$ cat config.mk
export PLATFORM = sky130hd
export DESIGN_NAME = tinyalu_core
export DESIGN_NICKNAME = d
export VERILOG_FILES = /design/src/rtl/tinyalu_core.sv
export SDC_FILE = /design/constraint.sdc
export NUM_CORES = 1
export LEC_CHECK = 0
export ABC_AREA = 1
export BUFFER_PORTS_ARGS = -buffer_cell sky130_fd_sc_hd__buf_2
export CELL_PAD_IN_SITES_DETAIL_PLACEMENT = 0
export CELL_PAD_IN_SITES_GLOBAL_PLACEMENT = 1
export CORE_ASPECT_RATIO = 0.9
export CORE_MARGIN = 1.5
export CORE_UTILIZATION = 37
export CTS_CLUSTER_DIAMETER = 50
export CTS_CLUSTER_SIZE = 28
export DETAILED_ROUTE_END_ITERATION = 6
export PLACE_DENSITY = 0.81
export SLEW_MARGIN = 20
export SYNTH_ARGS = -nofsm -noshare
export SYNTH_HDL_FRONTEND = slang
export SYNTH_SLANG_ARGS = --single-unit
$ cat constraint.sdc
create_clock -name clk -period 1.8 [get_ports clk]
set_clock_uncertainty 0.05 [all_clocks]
set_input_delay 0.09 -clock clk [delete_from_list [all_inputs] [get_ports clk]]
set_output_delay 0.09 -clock clk [all_outputs]
set_load 0.03 [all_outputs]
$ cat src/rtl/tinyalu_core.sv
// tinyalu_core: registered 8-bit ALU (add/and/xor) with a start/done handshake.
// Optional pipelined multiplier enabled by defining TINYALU_MUL_EN; MUL_STAGES
// sets its command-to-done latency.
module tinyalu_core #(
    parameter int MUL_STAGES = 3
) (
    input  logic        clk,
    input  logic        reset,
    input  logic [7:0]  A,
    input  logic [7:0]  B,
    input  logic [2:0]  op,
    input  logic        start,
    output logic        done,
    output logic [15:0] result
);

    localparam logic [2:0] OP_NOP = 3'b000;
    localparam logic [2:0] OP_ADD = 3'b001;
    localparam logic [2:0] OP_AND = 3'b010;
    localparam logic [2:0] OP_XOR = 3'b011;
    localparam logic [2:0] OP_RST = 3'b111;

    if (MUL_STAGES < 2 || MUL_STAGES > 6) begin : g_bad_stages
        $error("tinyalu_core: MUL_STAGES must be in 2..6");
    end

    typedef enum logic [1:0] {
        IDLE     = 2'd0,
`ifdef TINYALU_MUL_EN
        BUSY     = 2'd1,
`endif
        WAIT_REL = 2'd2
    } state_t;

    state_t      state, state_next;
    logic        pend, pend_next;       // single-cycle op captured, result due next edge
    logic        capture;               // latch operands on this edge
    logic        done_next;
    logic [15:0] result_next;
    logic [7:0]  a_q, b_q;
    logic [2:0]  op_q;

`ifdef TINYALU_MUL_EN
    localparam logic [2:0] OP_MUL   = 3'b100;
    localparam logic [2:0] CNT_INIT = 3'(MUL_STAGES - 1);

    logic [2:0]  cnt;                    // edges left before the product is ready
    logic [15:0] mul_pipe [MUL_STAGES-1];
    logic        released, released_next; // start dropped while multiplying
    logic        mul_launch;
`endif

    // Single-cycle datapath; anything not listed (including opcodes with no
    // single-cycle meaning) produces zero.
    function automatic logic [15:0] alu_value(input logic [2:0] code,
                                              input logic [7:0] x,
                                              input logic [7:0] y);
        case (code)
            OP_ADD:  return {7'b0, {1'b0, x} + {1'b0, y}};
            OP_AND:  return {8'b0, x & y};
            OP_XOR:  return {8'b0, x ^ y};
            default: return 16'h0000;
        endcase
    endfunction

    // Next-state and next-output logic for the handshake FSM.
    always_comb begin
        // NOTE: every signal gets a default before the case so no path leaves it unassigned (no latches).
        state_next  = state;
        pend_next   = 1'b0;
        capture     = 1'b0;
        done_next   = 1'b0;
        result_next = result;
`ifdef TINYALU_MUL_EN
        mul_launch    = 1'b0;
        released_next = released;
`endif
        case (state)
            IDLE: begin
                if (pend) begin
                    done_next   = 1'b1;
                    result_next = alu_value(op_q, a_q, b_q);
                    state_next  = WAIT_REL;
                end else if (start && op != OP_NOP && op != OP_RST) begin
                    capture = 1'b1;
`ifdef TINYALU_MUL_EN
                    if (op == OP_MUL) begin
                        mul_launch    = 1'b1;
                        released_next = 1'b0;
                        state_next    = BUSY;
                    end else begin
                        pend_next = 1'b1;
                    end
`else
                    pend_next = 1'b1;
`endif
                end
            end
`ifdef TINYALU_MUL_EN
            BUSY: begin
                if (!start) released_next = 1'b1;
                if (cnt == 3'd0) begin
                    done_next   = 1'b1;
                    result_next = mul_pipe[MUL_STAGES-2];
                    state_next  = (released || !start) ? IDLE : WAIT_REL;
                end
            end
`endif
            WAIT_REL: begin
                if (!start) state_next = IDLE;
            end
            default: state_next = IDLE;
        endcase
    end

    // Control and output registers.
    always_ff @(posedge clk) begin
        // NOTE: state is updated with non-blocking assignments so every register samples pre-edge values.
        if (reset) begin
            state  <= IDLE;
            pend   <= 1'b0;
            done   <= 1'b0;
            result <= 16'h0000;
`ifdef TINYALU_MUL_EN
            released <= 1'b0;
`endif
        end else begin
            state  <= state_next;
            pend   <= pend_next;
            done   <= done_next;
            result <= result_next;
`ifdef TINYALU_MUL_EN
            released <= released_next;
`endif
        end
    end

    // Operand latches: loaded only at command capture so later input changes are ignored.
    always_ff @(posedge clk) begin
        if (reset) begin
            a_q  <= 8'h00;
            b_q  <= 8'h00;
            op_q <= 3'b000;
        end else if (capture) begin
            a_q  <= A;
            b_q  <= B;
            op_q <= op;
        end
    end

`ifdef TINYALU_MUL_EN
    // Multiplier pipeline and latency counter.
    always_ff @(posedge clk) begin
        if (reset) begin
            cnt <= 3'd0;
            // NOTE: the pipeline array is explicitly cleared so an aborted product never resurfaces.
            for (int i = 0; i < MUL_STAGES - 1; i++) mul_pipe[i] <= 16'h0000;
        end else begin
            mul_pipe[0] <= {8'b0, a_q} * {8'b0, b_q};
            for (int i = 1; i < MUL_STAGES - 1; i++) mul_pipe[i] <= mul_pipe[i-1];
            if (mul_launch)
                cnt <= CNT_INIT;
            else if (state == BUSY && cnt != 3'd0)
                cnt <= cnt - 3'd1;
        end
    end
`endif

endmodule

Word level (Yosys, flattened, before mapping)
Cells that the tools add are included.
W data, S select, Z words.
- register bits: 39
- latch bits: 0
- RAM bits: 0
- ROM bits: 0
- input bits: 22
- output and inout port bits: 17
- logic and storage cells: 33
- memories kept: 0
- $add $sub $neg: 1
- multipliers: 0
- divide/modulo/power cells: 0
- magnitude comparators: 0
- eq/ne operators: 7
- shift operators: 0
- mux-type cells: 8
- bitwise gates (word level): 3
- reductions and logical operators: 7
- operators with widths (operator ; count):
    $pmux W9 S3 ; 1
    $add A8 B8 Y9 ; 1
    $and A8 B8 Y8 ; 1
    $xor A8 B8 Y8 ; 1
    $eq A3 B2 Y1 const B ; 2
    $mux W1 ; 4
    $mux W2 ; 2
    $ne A2 B2 Y1 const B ; 2
    $pmux W2 S2 ; 1
    $reduce_and A2 Y1 ; 2
    $eq A3 B1 Y1 const B ; 1
    $ne A3 B3 Y1 const B ; 1
    $reduce_bool A3 Y1 ; 1
    $eq A2 B2 Y1 const B ; 1
    $logic_and A1 B1 Y1 ; 2
    $logic_not A2 Y1 ; 1
    $reduce_or A2 Y1 ; 1
    $not A1 Y1 ; 1

Logic depth before layout (Yosys ltp)
- depth in word-level cells: 6
- gate-level depth with buffers: 13
- depth with buffers taken out: 13

Least setup slack after synthesis
No wires, ideal clock.
- kind: register -> register
- start point: register a_q[0]
- end point: register result[4]
- setup time: 71 ps
- data arrival time: 1535 ps
- required time: 1679 ps
- slack: 144 ps
- cell stages (with the launch flop): 12
- buffers on the path: 0
- path through: dfxtp_1 -> ha_1 -> inv_1 -> fa_1 -> inv_1 -> nand2_1 -> nand2_1 -> and2_1 -> nor2_1 -> o21ai_0 -> nand2_1 -> a21oi_1
- word-level cells in the longest chain between the ends: 2
- RTL lines (what ; line ; source):
    from (decl) ; 40 ; logic [7:0] a_q, b_q;
    from (signal assigned) ; 141 ; a_q <= 8'h00;
    from (signal assigned) ; 145 ; a_q <= A;
    $add A8 B8 Y9 ; 59 ; OP_ADD: return {7'b0, {1'b0, x} + {1'b0, y}};
    $pmux W9 S3 ; 58 ; case (code)
    to (signal assigned) ; 131 ; result <= result_next;
    to (decl) ; 14 ; output logic [15:0] result
No other way between the ends.
A chain may end at the register's enable or synchronous reset.

Worst setup path after layout
Ends and elaborated chain as after synthesis.

==> results.cfg <==
[cells_and_area]
stdcell_count = 338
nNetsFinal = 306
area_growth_pct = 20.6
drive_above_1_share_pct = 22.5
antenna_cells = 0
layout_common_cells = nand2_1, buf_2, a21oi_1
final_common_cell = nand2_1

[drt]
drtIter0Drc = 60
viasPerCell = 4.49
firstDrtPassIters = 4
vias = 1519
final_antenna_net_count = 0
avgRoutedWirePerCell_microns = 10.2
wirelength_microns = 3460
post-route-drc-count = 0

[timing]
fin_crit_ns = 1.69
setup_ws_ns = 0.110
fin_hold_ws_ns = 0.00598
relSlewSlack_pct = 61.9
fmax_mhz = 592
tightest_slew_ns = 0.572
post-route-period-util_pct = 93.9
finalSetupViolations = 0
report.final.slew_viol_count = 0
rsz0062_at_grt = false
hold_viol = 0

[global_routing]
antenna_found_initial = 0
grt_pass1_wl_microns = 5880
grt_pass1_vias = 1280
grt_max_degree = 32
overflow = 0
grt_usage_pct = 15.5

[floorplanning]
initial_core_util_pct = 38.3
core_sq_mm = 0.00440
die-area_sq_mm = 0.00497
die-width_microns = 74.1
ios = 39
die_h_microns = 67.0
num_rows = 23

[placed_design]
pre_cts_ws_ns = -0.0104
placedCellCount = 328
gp_congestion = 0.862
hpwl_microns = 2550
port_buffers = 31

[cts]
cts_max_path_buffers = 2
cts_root_buffer = clkbuf_8
clk_transition_reported_paths_ns = 0.07
cts_sinks = 31
post-cts-setup-buffers = 0
cts_tree = built
insertion_delay_ns = 0.28
cts_buffers = 5
ctsHtreeMaxLevel = 2

[critical_path]
end_kind = flop
rr_endpoint = result[4]
r2r_slack_ns = 0.11
critPathRequiredTime_ns = 1.89
r2r_cells = 12
cp-start-kind = flop
arrival_ns = 1.78
r2r-start = a_q[0]
crit_fanout = 3
critical_path_class = flop to flop

[power_and_ir_drop]
ir_drop_v = 0.000449
p_per_area_mw_per_mm2 = 790
p_leak_uw = 0.000929

[hold_path]
hp-class = input pin to flop
worstHoldPathCells = 3
hp-start = B[0]
min_to = b_q[0]

[yosys]
synth_cells = 239
ys_seq_elements = 31
ys_types = 27
synthArstFlopShare_pct = 0
avgSynthCellArea_sq_um = 7.05
seq_area_frac_synth_pct = 36.8
synth_edf_count = 0
synth_flop_cell = dfxtp_1
synth_area_sq_mm = 0.00169
ys_warn_count = 0

[run_status]
status = finished, final reports clean

[flow_run]
drv_cap = 0
[critical path, cell delays in order (launching register included)]
cell     delay [ns]
dfxtp_2        0.35
ha_4           0.15
inv_2          0.04
fa_2           0.34
inv_2          0.06
nand2_2        0.05
nand2_2        0.07
and2_4         0.14
nand2_1        0.04
nand2_1        0.06
o21ai_1        0.05
nand2_1        0.09
a21oi_2        0.06
[logic make-up (layout without fill, tap and decap cells)]
kind of cell,count (synthesis),after routing,share of synthesized area [%]
AOI/OAI and AO/OA,44,44,16.0
adders and majority gates,9,9,7.13
buffers and inverters,41,72,11.8
DFF,31,31,36.8
other,1,7,0.223
and+or+nand+nor,113,113,28.1
[what timing repair did]
action	in CTS	in global routing
endpoints found under the setup margin	2	4
gates resized for setup	3	11
hold endpoints to repair	0	2
cloned	0	0
hold buffers	0	2
[cell type report]
class,instances,area [sq um]
Tap cell,62,77.6
Timing Repair Buffer,37,205
Clock buffer,8,100
Inverter,27,104
Sequential cell,31,623
Multi-Input combinational cell,173,922
Fill cell,480,2370
[worst max-delay path by stage]
| stage | end | start | depth (start not counted) |
|---|---|---|---|
| after floorplan | result[4] | a_q[0] | 11 |
| after detailed placement | result[4] | a_q[0] | 11 |
| after global placement | result[4] | a_q[0] | 11 |
| after CTS | result[6] | a_q[0] | 13 |
| final | result[4] | a_q[0] | 12 |
| after global routing | result[7] | a_q[4] | 10 |
[power by group]
group	total, uW	leakage, uW	internal (uW)	switching, uW
clock network	594	0.0000515	349	246
registers	742	0.000254	721	21.0
logic	269	0.000624	95.4	174
[cells in the mapped netlist (all sizes together) (2+ instances only)]
cell,instances,share of area (%)
a22oi,4,1.8
nor2,12,3.0
ha,8,5.9
dfxtp,31,37
nand3,13,4.2
clkbuf,4,0.89
a211oi,2,1.5
nand2,82,18
inv,27,6.2
o21ai,3,0.89
nand3b,3,1.3
a21oi,31,9.2
buf,10,4.8
[registers in the layout, summed over array words and instances, names as in the netlist]
| signal | count |
|---|---|
| b_q | 8 |
| state | 1 |
| a_q | 8 |
| done | 1 |
| op_q | 3 |
| result | 9 |
| pend | 1 |
[metal layers]
layer  track usage, %  part of all wire, %  wire length (microns)
met5                0                    0                      0
met1             23.0                   56                   1920
met2             20.9                   39                   1350
met3             4.69                  4.4                    152
met4             4.86                 0.84                     29
[metrics by stage]
stage	instance area [sq um]	util, %	power (uW)	setup TNS [ns]
finish	2030	46.1	1610	0
CTS	1980	45.0	1620	0
floorplan	1710	-	962	0
global route	2030	46.1	1710	0
detailed placement	1880	42.6	1010	-0.0104
global placement	1880	42.6	1020	0
Note: power is estimated with default switching activity, not from simulation.
